`config.mk`:
```
export PLATFORM = sky130hd
export DESIGN_NAME = timer_alarm_sched
export DESIGN_NICKNAME = d
export VERILOG_FILES = /design/src/rtl/timer_sched_pkg.sv /design/src/rtl/timer_sched_scan.sv /design/src/rtl/timer_alarm_sched.sv
export SDC_FILE = /design/constraint.sdc
export NUM_CORES = 1
export LEC_CHECK = 0
export ABC_CLOCK_PERIOD_IN_PS = 14900
export CAP_MARGIN = 20
export CORE_AREA = 4 4 202 204
export DETAILED_ROUTE_END_ITERATION = 10
export DIE_AREA = 0 0 206 208
export PLACE_DENSITY_LB_ADDON = 0.15
export SLEW_MARGIN = 20
export SYNTH_ARGS = -nofsm -noshare
export SYNTH_HDL_FRONTEND = slang
export SYNTH_HIERARCHICAL = 1
export SYNTH_SLANG_ARGS = --single-unit
export TNS_END_PERCENT = 50
```
`constraint.sdc`:
```
create_clock -name clk -period 14.9 [get_ports clk]
set_clock_uncertainty 0.2 [all_clocks]
set_input_delay 3.725 -clock clk [delete_from_list [all_inputs] [get_ports clk]]
set_output_delay 3.725 -clock clk [all_outputs]
set_load 0.01 [all_outputs]
```
`src/rtl/timer_sched_pkg.sv`:
```
// Shared types and constants for the timer alarm scheduler.
package timer_sched_pkg;

  typedef enum logic [1:0] {
    IDLE = 2'd0,
    SCAN = 2'd1,
    WAIT = 2'd2
  } state_t;

  localparam logic OP_ARM    = 1'b0;
  localparam logic OP_CANCEL = 1'b1;

  localparam int DEF_TIME_W = 64;
  localparam int DEF_N_CH   = 4;

endpackage

```
`src/rtl/timer_sched_scan.sv`:
```
// Sequential min-finder: visits one channel per cycle after start, and
// reports the earliest armed deadline (ties to lowest index) on done.
module timer_sched_scan
  import timer_sched_pkg::*;
#(
  parameter int N_CH   = DEF_N_CH,
  parameter int TIME_W = DEF_TIME_W,
  parameter int CH_W   = $clog2(N_CH)
) (
  input  logic              clk,
  input  logic              rst,
  input  logic              start,
  input  logic [N_CH-1:0]   armed,
  input  logic [TIME_W-1:0] deadlines [N_CH],
  output logic              done,
  output logic              found,
  output logic [CH_W-1:0]   best_ch
);

  logic              active;
  logic [CH_W-1:0]   idx;
  logic [TIME_W-1:0] min_r;
  logic              found_r;
  logic [CH_W-1:0]   best_r;
  logic              take;
  logic [TIME_W-1:0] cur_dl;

  // Evaluate the channel under the index; results include the current visit
  always_comb begin
    cur_dl  = deadlines[idx];
    take    = active && armed[idx] && (!found_r || (cur_dl < min_r));
    found   = found_r || take;
    best_ch = take ? idx : best_r;
    done    = active && (idx == CH_W'(N_CH - 1));
  end

  // Scan index and running minimum
  always_ff @(posedge clk or posedge rst) begin
    if (rst) begin
      active  <= 1'b0;
      idx     <= '0;
      min_r   <= '0;
      found_r <= 1'b0;
      best_r  <= '0;
    end else if (start) begin
      active  <= 1'b1;
      idx     <= '0;
      found_r <= 1'b0;
      best_r  <= '0;
    end else if (active) begin
      idx     <= idx + CH_W'(1);
      found_r <= found;
      best_r  <= best_ch;
      if (take) min_r <= cur_dl;
      if (done) active <= 1'b0;
    end
  end

endmodule

```
`src/rtl/timer_alarm_sched.sv`:
```
// Multi-channel alarm scheduler sharing one timer value.
// Optional macro TIMER_SCHED_PERIODIC_EN adds per-channel periodic reload.
module timer_alarm_sched
  import timer_sched_pkg::*;
#(
  parameter int N_CH   = DEF_N_CH,
  parameter int TIME_W = DEF_TIME_W,
  parameter int CH_W   = $clog2(N_CH)
) (
  input  logic              clk,
  input  logic              rst,
  input  logic [TIME_W-1:0] timer_value,
  input  logic              req_valid,
  output logic              req_ready,
  input  logic              req_op,
  input  logic [CH_W-1:0]   req_ch,
  input  logic [TIME_W-1:0] req_deadline,
`ifdef TIMER_SCHED_PERIODIC_EN
  input  logic [TIME_W-1:0] req_period,
`endif
  input  logic [N_CH-1:0]   pend_clr,
  output logic [N_CH-1:0]   pending,
  output logic              interrupt,
  output logic              next_valid,
  output logic [CH_W-1:0]   next_ch,
  output logic              busy
);

  state_t            state, state_nxt;
  logic [N_CH-1:0]   armed;
  logic [TIME_W-1:0] deadline [N_CH];
`ifdef TIMER_SCHED_PERIODIC_EN
  logic [TIME_W-1:0] period [N_CH];
`endif
  logic              accept, hit, scan_start;
  logic              scan_done, scan_found;
  logic [CH_W-1:0]   scan_best;
  logic [N_CH-1:0]   set_vec, pend_nxt;

  assign req_ready = (state != SCAN);
  assign busy      = (state == SCAN);
  assign accept    = req_valid && req_ready;
  assign hit       = (state == WAIT) && armed[next_ch] && (timer_value >= deadline[next_ch]);

  timer_sched_scan #(
    .N_CH   (N_CH),
    .TIME_W (TIME_W),
    .CH_W   (CH_W)
  ) u_scan (
    .clk       (clk),
    .rst       (rst),
    .start     (scan_start),
    .armed     (armed),
    .deadlines (deadline),
    .done      (scan_done),
    .found     (scan_found),
    .best_ch   (scan_best)
  );

  // Next state, scan launch and pending set/clear vector
  always_comb begin
    state_nxt  = state;
    scan_start = 1'b0;
    set_vec    = '0;
    case (state)
      IDLE: if (accept) begin
        state_nxt  = SCAN;
        scan_start = 1'b1;
      end
      SCAN: if (scan_done) state_nxt = scan_found ? WAIT : IDLE;
      WAIT: if (accept || hit) begin
        state_nxt  = SCAN;
        scan_start = 1'b1;
      end
      default: state_nxt = IDLE;
    endcase
    // A cancel of the channel that hits in the same cycle suppresses the fire
    if (hit && !(accept && (req_op == OP_CANCEL) && (req_ch == next_ch)))
      set_vec[next_ch] = 1'b1;
    pend_nxt = (pending & ~pend_clr) | set_vec;
  end

  // FSM state, watched channel and pending/interrupt registers
  always_ff @(posedge clk or posedge rst) begin
    if (rst) begin
      state      <= IDLE;
      next_valid <= 1'b0;
      next_ch    <= '0;
      pending    <= '0;
      interrupt  <= 1'b0;
    end else begin
      state     <= state_nxt;
      pending   <= pend_nxt;
      interrupt <= |pend_nxt;
      if (scan_start) begin
        next_valid <= 1'b0;
      end else if ((state == SCAN) && scan_done) begin
        next_valid <= scan_found;
        if (scan_found) next_ch <= scan_best;
      end
    end
  end

  // Channel storage: hit consumes first, a same-cycle request then overrides
  always_ff @(posedge clk or posedge rst) begin
    if (rst) begin
      armed <= '0;
      for (int unsigned i = 0; i < N_CH; i++) begin
        deadline[i] <= '0;
`ifdef TIMER_SCHED_PERIODIC_EN
        period[i]   <= '0;
`endif
      end
    end else begin
      if (hit) begin
`ifdef TIMER_SCHED_PERIODIC_EN
        if (period[next_ch] != '0)
          deadline[next_ch] <= deadline[next_ch] + period[next_ch];
        else
          armed[next_ch] <= 1'b0;
`else
        armed[next_ch] <= 1'b0;
`endif
      end
      if (accept) begin
        if (req_op == OP_ARM) begin
          deadline[req_ch] <= req_deadline;
          armed[req_ch]    <= 1'b1;
`ifdef TIMER_SCHED_PERIODIC_EN
          period[req_ch]   <= req_period;
`endif
        end else begin
          armed[req_ch] <= 1'b0;
        end
      end
    end
  end

endmodule

```
-- Word-level counts from Yosys, hierarchy flattened
Index checks and enable logic that the tools add are counted.
- $add $sub $neg: 1
- order comparisons: 11
- eq/ne operators: 8
- multiplexer cells: 41
- bitwise gates (word level): 13
- reductions and logical operators: 26
- operator list (kind ; count):
    64-bit two-way mux ; 5
    64-bit binary-select mux with 2-bit select ; 2
    256-bit bitwise mux ; 1
    64-bit demux with 2-bit select ; 1
    64-bit greater-or-equal comparator ; 1
    64-bit < comparator ; 1
    2-bit two-way mux ; 9
    4-bit two-way mux ; 4
    1-bit logical AND ; 13
    1-bit two-way mux ; 13
    4-bit bitwise AND ; 3
    4-bit NOT ; 3
    3-bit greater-or-equal comparator, second input constant ; 3
    2-bit by 3-bit < comparator with 1-bit output, second input constant ; 3
    2-bit NOT with 3-bit output ; 3
    3-bit AND reduction ; 3
    4-bit bitwise OR ; 2
    2-bit by 1-bit inequality test with 1-bit output, second input constant ; 3
    2-bit case mux with 3 select lines ; 1
    1-bit binary-select mux with 2-bit select ; 2
    1-bit demux with 2-bit select ; 2
    2-bit equality test, second input constant ; 2
    2-bit by 1-bit greater-or-equal comparator with 1-bit output, second input constant ; 2
    2-bit nonzero test ; 2
    other kinds (12) ; 16
- register bits after elaboration: 340
- input port bits: 138
- output and inout port bits: 10
- word-level logic and storage cells: 115

-- Depth between registers and ports, before layout
- depth after elaboration: 11
- mapped depth: 19
- depth with buffers taken out: 13

-- Hierarchy
The synthesis kept the hierarchy.
- modules (own cells, without submodules) (module ; times used ; cells each ; area each (um2) ; seq. area each (um2)):
    timer_alarm_sched ; 1 ; 921 ; 13297.8 ; 6756.5
    timer_sched_scan ; 1 ; 477 ; 6073.3 ; 1751.7

-- Least setup slack after synthesis
No wires, ideal clock.
- kind: input -> register
- start point: in timer_value[62]
- end point: reg u_scan.min_r[0]
- library setup time: 125 ps
- arrival time: 6493 ps
- slack: 8082 ps
- stages: 13
- buffers on the path: 3
- cells stage by stage: ha_1 nand4_1 or2_2 nor4_4 nand3_2 o221ai_2 buf_6 a21o_1 clkbuf_1 nor3_1 a21oi_4 buf_6 mux2_4
- word-level cells in the longest chain between the ends: 7
- ends and longest elaborated chain (item ; line ; source):
    from (decl) ; timer_alarm_sched.sv:12 ; input logic [TIME_W-1:0] timer_value,
    64-bit greater-or-equal comparator ; timer_alarm_sched.sv:43 ; assign hit = (state == WAIT) && armed[next_ch] && (timer_value >= deadline[next_ch]);
    1-bit logical AND ; timer_alarm_sched.sv:43 ;
    1-bit logical OR ; timer_alarm_sched.sv:71 ; WAIT: if (accept || hit) begin
    1-bit two-way mux ; timer_alarm_sched.sv:71 ;
    1-bit case mux with 2 select lines ; timer_alarm_sched.sv:65 ; case (state)
    net scan_start ; timer_alarm_sched.sv:35 ; logic accept, hit, scan_start;
    1-bit NOT (no line) ; -- ;
    3-bit AND reduction (no line) ; -- ;
    to (signal assigned) ; timer_sched_scan.sv:54 ; if (take) min_r <= cur_dl;
    to (decl) ; timer_sched_scan.sv:22 ; logic [TIME_W-1:0] min_r;
The timed path passes the listed nets, and every way through them passes these cells.
A chain may end at the register's enable or synchronous reset.

-- Worst setup path in the final report
- start point: in timer_value[31]
- end point: reg u_scan.min_r[56]
Same word-level chain as after synthesis.

==> qor.txt <==
pwr dens -> 240 mW/mm²
Worst-Skew Late Latency -> 0.54 ns
crit-path leading delay family -> buffers and inverters
total track usage -> 21.0%
crit start category -> primary input
Post-Route WL -> 44.3 mm
antenna violations before repair -> 2
cts hold-fix bufs -> 0
Setup crit end kind -> flip-flop
P&R area growth vs syn -> 16.7%
DR pass1 iterations -> 5
H-Tree Depth -> 2
Die X-Extent -> 206 µm
Synth Area per Inst -> 13.9 µm²
vias in the first global route -> 12700
Primary FF master, synth -> dfrtp_1
flip-flop and latch count after synthesis -> 340
synth top area cells -> dfrtp_1 44%, mux2_2 15%, mux4_2 15%
Fmax achieved -> 120 MHz
Final ANT Viol Nets -> 0
final core utilization -> 57.6%
post-cts gate resize count -> 0
RSZ-0062 raised after global routing -> false
Mapped Cells -> 1398
peak supply drop -> 0.000114 V
share of the synthesized area in the top cell type -> 43.9%
largest net degree at the start of global routing -> 167
# DRC -> 0
GPL Wtd Cong -> 0.756
Worst Path Class, Setup -> in -> reg
Clock Sinks -> 340
CTS Root Cell -> clkbuf_16
Max Slew Vio Count -> 0
EDFF count, synth -> 0
die area -> 0.0428 mm²
post-layout net count -> 1795
core area -> 0.0393 mm²
placed insts -> 2014
slowest CP cell -> nor4_1
DP HPWL -> 29.4 mm
Worst Path Buf+Inv -> 3
crit path time final -> 8.32 ns
most common library cells after synthesis -> 340 x dfrtp_1, 264 x mux2_2, 139 x inv_1
routed vias/inst -> 5.76
Filler Cell Count -> 3183
non-filler cells in the finished layout -> 2083
mapped cell area -> 0.0194 mm²
Final setup violation count -> 0
most used cell, CP -> buf_4
Initial DRC Count -> 580
Reg clk slew, reported paths -> 0.06 ns
Initial Util -> 49.3%
via count -> 12000
Yosys top cell by area -> dfrtp_1
Routed WL per cell -> 21.3 µm
worst path cell trace -> clkdlybuf4s50_1, ha_1, nand4_1, nor4_1, nand3_2, o221ai_2, a21o_1, nor3_1, a21oi_4, buf_4, buf_4, mux2_2
Worst Path Required -> 15.12 ns
Fin. Hold Viols -> 0
max cap viols -> 0
most common cell in the synthesized netlist -> dfrtp_1
leakage power -> 10.1 nW
io pins -> 148
ys async rst share -> 100%
post-CTS setup buffer count -> 0
Rel. slew slack -> 27.5%
GRT overflow -> 0
CTS tree -> yes
Yosys cell types -> 58
critical path arrival -> 8.54 ns
outcome -> finished, final reports clean
Slew @ Worst Pin -> 1.09 ns
I/O Buffers -> 147
post-synthesis net count -> 1664
setup TNS -> 0 ns
Seq/Total Area, Yosys -> 43.9%
HP Class -> reg -> reg
Antenna Cells -> 0
first-pass GRT wire length -> 71.5 mm
CTS Buf Count -> 38
DIE HEIGHT -> 208 µm
fin crit share -> 55.8%
layout cells sized above 1 -> 35.3%
Ys Warns -> 6
Rows -> 73
CP peak stage delay -> 0.95 ns
Worst Path Max Fanout -> 33
clk buf depth -> 3
## sequential cells by signal, summed over array words and instances (netlist names)
signal	count
u_scan/best_r	2
u_scan/found_r	1
u_scan/active	1
u_scan/min_r	64
armed	4
state	2
deadline	256
pending	4
next_ch	2
u_scan/idx	2
next_valid	1
interrupt	1
## layout make-up
cell class	count	area [µm²]	share of cell area (%)
multi-input combinational	850	10000	44.2
inverter	139	529	2.34
sequential	340	8520	37.7
clock inverter	16	183	0.808
clock buffer	53	1140	5.05
tap	525	657	2.91
timing repair buffer	160	1580	7.00
## path summary, 6_finish.rpt
| path | slack (ns) | end | startpoint | depth (start not counted) |
|---|---|---|---|---|
| hold reg to reg | 0.30 | u_scan/min_r[55] | u_scan/min_r[55] | 1 |
| setup / recovery | 6.58 | u_scan/min_r[56] | timer_value[31] | 12 |
| max in group asynchronous | 9.47 | deadline[211] | rst | 3 |
| setup reg to reg | 7.95 | u_scan/min_r[56] | next_ch[1] | 14 |
| hold / removal | 0.30 | u_scan/min_r[55] | u_scan/min_r[55] | 1 |
| min in group asynchronous | 3.58 | deadline[13] | rst | 2 |
## stage by stage
stage          total power [mW]  cell area [µm²]  hold WS [ns]  setup WS, ns
6_report                   5.42            22600         0.303          6.58
5_1_grt                    5.85            22600         0.318          6.31
4_1_cts                    5.48            22600         0.306          6.55
3_5_place_dp               4.47            21300         0.292          6.00
3_3_place_gp               4.39            21300         0.271          6.05
2_1_floorplan              3.81            19400         0.253          3.54
## report_power, final
part	leakage [nW]	switching, mW	internal [mW]
combinational	5.22	1.15	1.52
sequential	4.23	0.389	1.38
clock	0.661	0.379	0.604
## per-layer routing
metal | global-route usage [%] | vias to the layer above | share of wire [%]
met3 | 3.10 | 49 | 4.0
met4 | 4.13 | 4 | 1.5
met2 | 35.0 | 221 | 49
li1 | - | 5485 | -
met5 | 0 | - | 0.061
met1 | 29.9 | 6235 | 45
## layout by cell type, fill, tap and decap left out, types with 4 or more instances in the layout
cell type and n:
and4_1 5, bufinv_16 4, a21oi_1 46, nor2b_1 5, nor4_1 4, mux2_4 60, ha_1 128, clkbuf_16 41
nor3_1 10, clkinv_2 11, o21ai_0 17, nor2_1 22, buf_4 12, nand3_1 16, inv_1 137, dfrtp_1 336
a211oi_1 7, clkbuf_1 5, clkdlybuf4s50_1 147, a21o_1 5, a221oi_1 8, nand4_1 23, mux2_2 264, mux4_2 130
nand2b_1 9, clkbuf_8 7, nand2_1 39
## cell families after synthesis
family                   Yosys count  synth area share (%)
multiplexers                     457                  35.3
flip-flops                       340                  43.9
buffers and inverters            208                  4.53
AND/OR/NAND/NOR                  147                  3.97
adder cells (fa/ha/maj)          128                  8.27
AO/OA/AOI/OAI                    115                  3.91
XOR/XNOR                           3                 0.136
(Power assumes the default switching activity.)
==> RTL edit 1 (config.mk and constraints unchanged) <==
Remove the register `interrupt`: a continuous assignment takes its place, so the output `interrupt` follows one clock earlier.
--- a/src/rtl/timer_alarm_sched.sv
+++ b/src/rtl/timer_alarm_sched.sv
@@ -89,3 +89,2 @@
       pending    <= '0;
-      interrupt  <= 1'b0;
     end else begin
@@ -93,3 +92,2 @@
       pending   <= pend_nxt;
-      interrupt <= |pend_nxt;
       if (scan_start) begin
@@ -102,2 +100,4 @@
   end
+
+  assign interrupt = |pend_nxt;
 
Formal check against the unedited RTL: no difference found for any inputs over 4 cycles, from zero or initial values and one cycle with rst high; that may be too few to reach the edited logic, so the function may still have changed.
==> RTL edit 1 against the original RTL <==
- sequential cell count shrank 1
- design area down 0.38%
- hold slack got worse by 0.015 ns
- largest cell class unchanged
- area after synthesis fell by 0.26%
- routed wire length is 0.22% higher
- critical path depth fell by 3
- sequential share of layout area hardly changed
- final cell count is 0.29% lower
- combinational power fell by 8.6%
- highest routed layer unchanged
- sequential power down 2%
- synthesized cell count decreased by 0.72%
- setup slack lost 2.7 ns
- total power shrank 5.0%
==> RTL edit 1: results (changes against the original RTL) <==
| Metric | Value |
|---|---|
| Post-DP HPWL | `28470 µm (-3.1%)` |
| Peak supply drop | `0.08713 mV (-23%)` |
| Most common library cells after synthesis | `dfrtp_1 (339), mux2_2 (263), inv_1 (138), mux4_2 (130), ha_1 (128)` |
| Syn Nets | `1654 (-0.60%)` |
| Share of cells above drive strength 1 | `0.3527 (about the same)` |
| Main area contributors after synthesis | `dfrtp_1 (44%), mux2_2 (15%), mux4_2 (15%)` |
| M1 WL | `20120 µm (+0.20%)` |
| FF-to-FF path depth | `13 (-1)` |
| Syn Area/Cell | `13.92 µm² (+0.46%)` |
| Crit path max-delay family | `simple AND/OR/NAND/NOR gates` |
| Critical Path Fanout Max | `13 (-61%)` |
| M1 GR Usage | `0.2986 (about the same)` |
| Finished Layout Cells | `2077 (-0.29%)` |
| Port bufs | `147 (unchanged)` |
| Placed cell count | `2005 (-0.45%)` |
| Delay of the slowest critical-path stage | `0.70 ns (-0.25 ns)` |
| Hold Startpoint | `state[0]` |
| Seq/Total Area, Yosys | `0.4391 (about the same)` |
| End of the critical path | `interrupt` |
| Peak Freq | `90.79 MHz (-24%)` |
| Vias in the first global route | `12890 (+1.5%)` |
| Hold_ws | `0.2877 ns (-0.01529 ns)` |
| Initial antenna violation count | `1 (-1)` |
| Pre-CTS WS | `3.776 ns (-2.220 ns)` |
| CTS buffer count | `40 (+5.3%)` |
| Global Route Usage Sum | `0.2104 (about the same)` |
| Fin nets | `1788 (-0.39%)` |
| Routed wire length | `44410 µm (+0.22%)` |
| # setup viols final | `0 (unchanged)` |
| Hold Path Sink | `state[1]` |
| CP max stage cell | `nor3_1` |
| R2r endpoint | `u_scan/min_r[28]` |
| 1st-iter DRT viols | `487 (-16%)` |
| Largest net degree at the start of global routing | `131 (-22%)` |
| Met2 global-route usage | `0.3423 (-0.007375)` |
| Layout fillers | `3250 (+2.1%)` |
| GP Congestion | `0.7932 (+4.9%)` |
| Relative slew slack | `0.3450 (+0.07002)` |
| Run status | `completed` |
| Pre-antenna DRT Iters | `6 (+1)` |
| R2r setup slk | `8.02 ns (+0.07 ns)` |
| Met3 Usage GRT | `0.03912 (+0.008105)` |
| Met3 WL post-DR | `2262 µm (+28%)` |
| P_leak | `10.06 nW (-0.46%)` |
| Met2 routed WL | `21240 µm (-2.5%)` |
| Total via count after detailed routing | `11940 (-0.45%)` |
| CTS Buffer Depth | `3 (unchanged)` |
| Multi-input logic area | `9972 µm² (-0.25%)` |
| Placed cell area | `21220 µm² (-0.31%)` |
==> RTL edit 1: changes by cell type in the layout (fill, tap and decap cells not counted), sizes merged, moves of 3 or more <==
cell,change
clkbuf,+6
nor2,-5
a21o,+4
nand2b,-4
a211oi,+3
nor3,-3
==> RTL edit 1: cells by family after synthesis <==
logic type                 after synthesis  share of synthesized area
buffers and inverters                  206                    0.04514
muxes                                  455                     0.3525
adders and majority gates              128                    0.08289
DFF                                    339                     0.4391
and+or+nand+nor                        136                    0.03743
AOI/OAI and AO/OA                      121                    0.04157
xor gates and xnor gates                 3                   0.001360
==> RTL edit 1: cell type report <==
cell class,instances,area share
multi-input combinational,843,0.4427
inverter,138,0.02333
clock inverter,12,0.005999
tap,525,0.02916
antenna,1,0.0001111
clock buffer,59,0.05166
timing repair buffer,160,0.06983
sequential,339,0.3772
==> RTL edit 1: where the power goes <==
part           internal [mW]  total (mW)  switching (mW)
clock                  0.591       0.970           0.380
sequential              1.38        1.73           0.358
combinational           1.39        2.44            1.05
total                   3.36        5.15            1.79
==> RTL edit 2 (config.mk and constraints unchanged) <==
Made on the original files. `DEF_TIME_W`: 64 -> 68.
--- a/src/rtl/timer_sched_pkg.sv
+++ b/src/rtl/timer_sched_pkg.sv
@@ -12,3 +12,3 @@
 
-  localparam int DEF_TIME_W = 64;
+  localparam int DEF_TIME_W = 68;
   localparam int DEF_N_CH   = 4;
Ports: changed (resized req_deadline and timer_value); port bits go from 148 to 156. The function was not compared with the original's and may differ.
==> RTL edit 2 against the original RTL <==
- routed wire length grew 4.8%
- area after synthesis grew 4.6%
- sequential share of layout area grew 0.27 points
- non-clock buffer count grew 7
- total power grew 2.1%
- critical path depth grew 1
- first-iteration DRC count grew 13%
- setup slack lost 0.053 ns
- sequential cell count grew 20
- hold slack is essentially flat
- combinational power is essentially flat
- design area grew 5.1%
- synthesized cell count grew 5.1%
- critical path type unchanged
- largest cell class unchanged
- highest routed layer is now met4
==> RTL edit 2: results (changes against the original RTL) <==
| Metric | Value |
|---|---|
| Run status | `completed` |
| Main area contributors after synthesis | `dfrtp_1 (44%), mux2_2 (18%), mux4_2 (15%)` |
| Most common library cells after synthesis | `dfrtp_1 (360), mux2_2 (322), inv_1 (147), mux4_2 (138), ha_1 (136)` |
| M1 GR Usage | `0.3144 (+0.01559)` |
| Syn Nets | `1751 (+5.2%)` |
| H-Tree Depth | `2 (unchanged)` |
| Seq/Total Area, Yosys | `0.4447 (+0.005499)` |
| R2r endpoint | `u_scan/min_r[36]` |
| GP Congestion | `0.8046 (+6.4%)` |
| CTS Buffer Depth | `3 (unchanged)` |
| Met3 Usage GRT | `0.03398 (+0.002961)` |
| FF-to-FF path depth | `15 (+1)` |
| 1st-iter DRT viols | `658 (+13%)` |
| CP Launch Type | `primary input` |
| Post-DP HPWL | `30820 µm (+5.0%)` |
| Delay of the slowest critical-path stage | `0.73 ns (-0.22 ns)` |
| First-pass GRT wire length | `74520 µm (+4.2%)` |
| End of the critical path | `u_scan/min_r[36]` |
| Met2 global-route usage | `0.3633 (+0.01361)` |
| Routed WL per cell | `21.44 µm (+0.80%)` |
| Relative slew slack | `0.3282 (+0.05315)` |
| CP max stage cell | `nor4_1` |
| Share of cells above drive strength 1 | `0.3543 (+0.001252)` |
| Total via count after detailed routing | `12560 (+4.7%)` |
| Synth warn | `6 (unchanged)` |
| Setup TNS | `0 ns (unchanged)` |
| Peak supply drop | `0.1112 mV (-2.1%)` |
| Largest registers | `deadline: 272 flops, u_scan/min_r: 68 flops` |
| Largest net degree at the start of global routing | `147 (-12%)` |
| Worst skew pair latency | `0.53 ns` |
| Asr flop ratio synth | `1.000 (unchanged)` |
| Yosys cell types | `58 (unchanged)` |
| Worst hold path type | `flip-flop to flip-flop` |
| Layout fillers | `3081 (-3.2%)` |
| Setup bufs post-CTS | `0 (unchanged)` |
| Root buffer cell | `clkbuf_16` |
| R2r setup slk | `8.40 ns (+0.45 ns)` |
| Initial antenna violation count | `1 (-1)` |
| Data arrival time of the critical path | `8.58 ns (+0.04 ns)` |
| Port bufs | `155 (+5.4%)` |
| P_leak | `10.59 nW (+4.7%)` |
| Pre-antenna DRT Iters | `4 (-1)` |
| CTS resizes | `0 (unchanged)` |
| CTS buffer count | `41 (+7.9%)` |
| Fin nets | `1889 (+5.2%)` |
| Critical path origin | `timer_value[67]` |
| Critical Path Fanout Max | `48 (+45%)` |
| Gr ovfl total | `0 (unchanged)` |
| Global Route Usage Sum | `0.2195 (+0.009041)` |
| Worst-path clk slew | `0.06 ns (about the same)` |
| FF-to-FF Start | `next_ch[1]` |
-- RTL edit 2: cell count changes in the layout (fill, tap and decap cells not counted), sizes merged, moves of 6 or more --
cell and change:
clkbuf +11, mux2 +18, mux4 +8, o21ai +6, a21oi +8, inv +8
nor2 -9, ha +8, a21o +7, dfrtp +20, clkdlybuf4s50 +8
-- RTL edit 2: logic make-up after synthesis --
group                      Yosys count  share of synthesized area
and+or+nand+nor                    137                    0.03576
adders and majority gates          136                    0.08400
DFF                                360                     0.4447
buffers and inverters              219                    0.04293
xor gates and xnor gates             3                   0.001297
AOI/OAI and AO/OA                  133                    0.04355
muxes                              481                     0.3477
-- RTL edit 2: how the worst min path moves through the flow --
| stage | startpoint | endpoint | depth (start not counted) |
|---|---|---|---|
| finish | u_scan/min_r[39] | u_scan/min_r[39] | 1 |
| global route | u_scan/min_r[67] | u_scan/min_r[67] | 1 |
| CTS | u_scan/min_r[29] | u_scan/min_r[29] | 1 |
| detailed placement | u_scan/min_r[13] | u_scan/min_r[13] | 1 |
| global placement | u_scan/min_r[17] | u_scan/min_r[17] | 1 |
| floorplan | u_scan/min_r[55] | u_scan/min_r[55] | 1 |
-- RTL edit 2: routing by layer --
metal  wire length, µm  part of all wire
met1             20690              0.45
met2             23160              0.50
met5                 0                 0
met3              1988             0.043
met4               613             0.013
-- RTL edit 2: final cells by class --
cell class / count / area share
antenna: 1 / 0.0001053
clock buffer: 64 / 0.05406
clock inverter: 12 / 0.005949
inverter: 147 / 0.02358
multi-input combinational: 890 / 0.4387
sequential: 360 / 0.3796
tap: 525 / 0.02764
timing repair buffer: 167 / 0.07044
-- RTL edit 2: power breakdown --
group | total [mW] | internal [mW] | switching (mW)
Clock | 1.04 | 0.645 | 0.399
Combinational | 2.66 | 1.49 | 1.18
Sequential | 1.83 | 1.45 | 0.379
-- RTL edit 2: stage by stage --
| stage | setup slack [ns] | power, mW | cell area, µm² | instances | hold slack [ns] |
|---|---|---|---|---|---|
| 3_5_place_dp | 5.849 | 4.515 | 22310 | 2088 | 0.2925 |
| 6_report | 6.527 | 5.532 | 23770 | 2166 | 0.3025 |
| 5_1_grt | 6.141 | 5.982 | 23770 | 2165 | 0.3206 |
| 4_1_cts | 6.402 | 5.592 | 23740 | 2164 | 0.3064 |
| 2_1_floorplan | 3.083 | 3.827 | 20260 | 1469 | 0.2793 |
| 3_3_place_gp | 5.818 | 4.432 | 22310 | 2088 | 0.2872 |
-- RTL edit 2: critical path: cells and delay by family --
family | cells | cell delay (ns)
buf+inv | 3 | 1.15
compound gates | 3 | 0.96
mux | 1 | 0.40
fa+ha+maj | 1 | 0.30
simple gates | 5 | 1.97
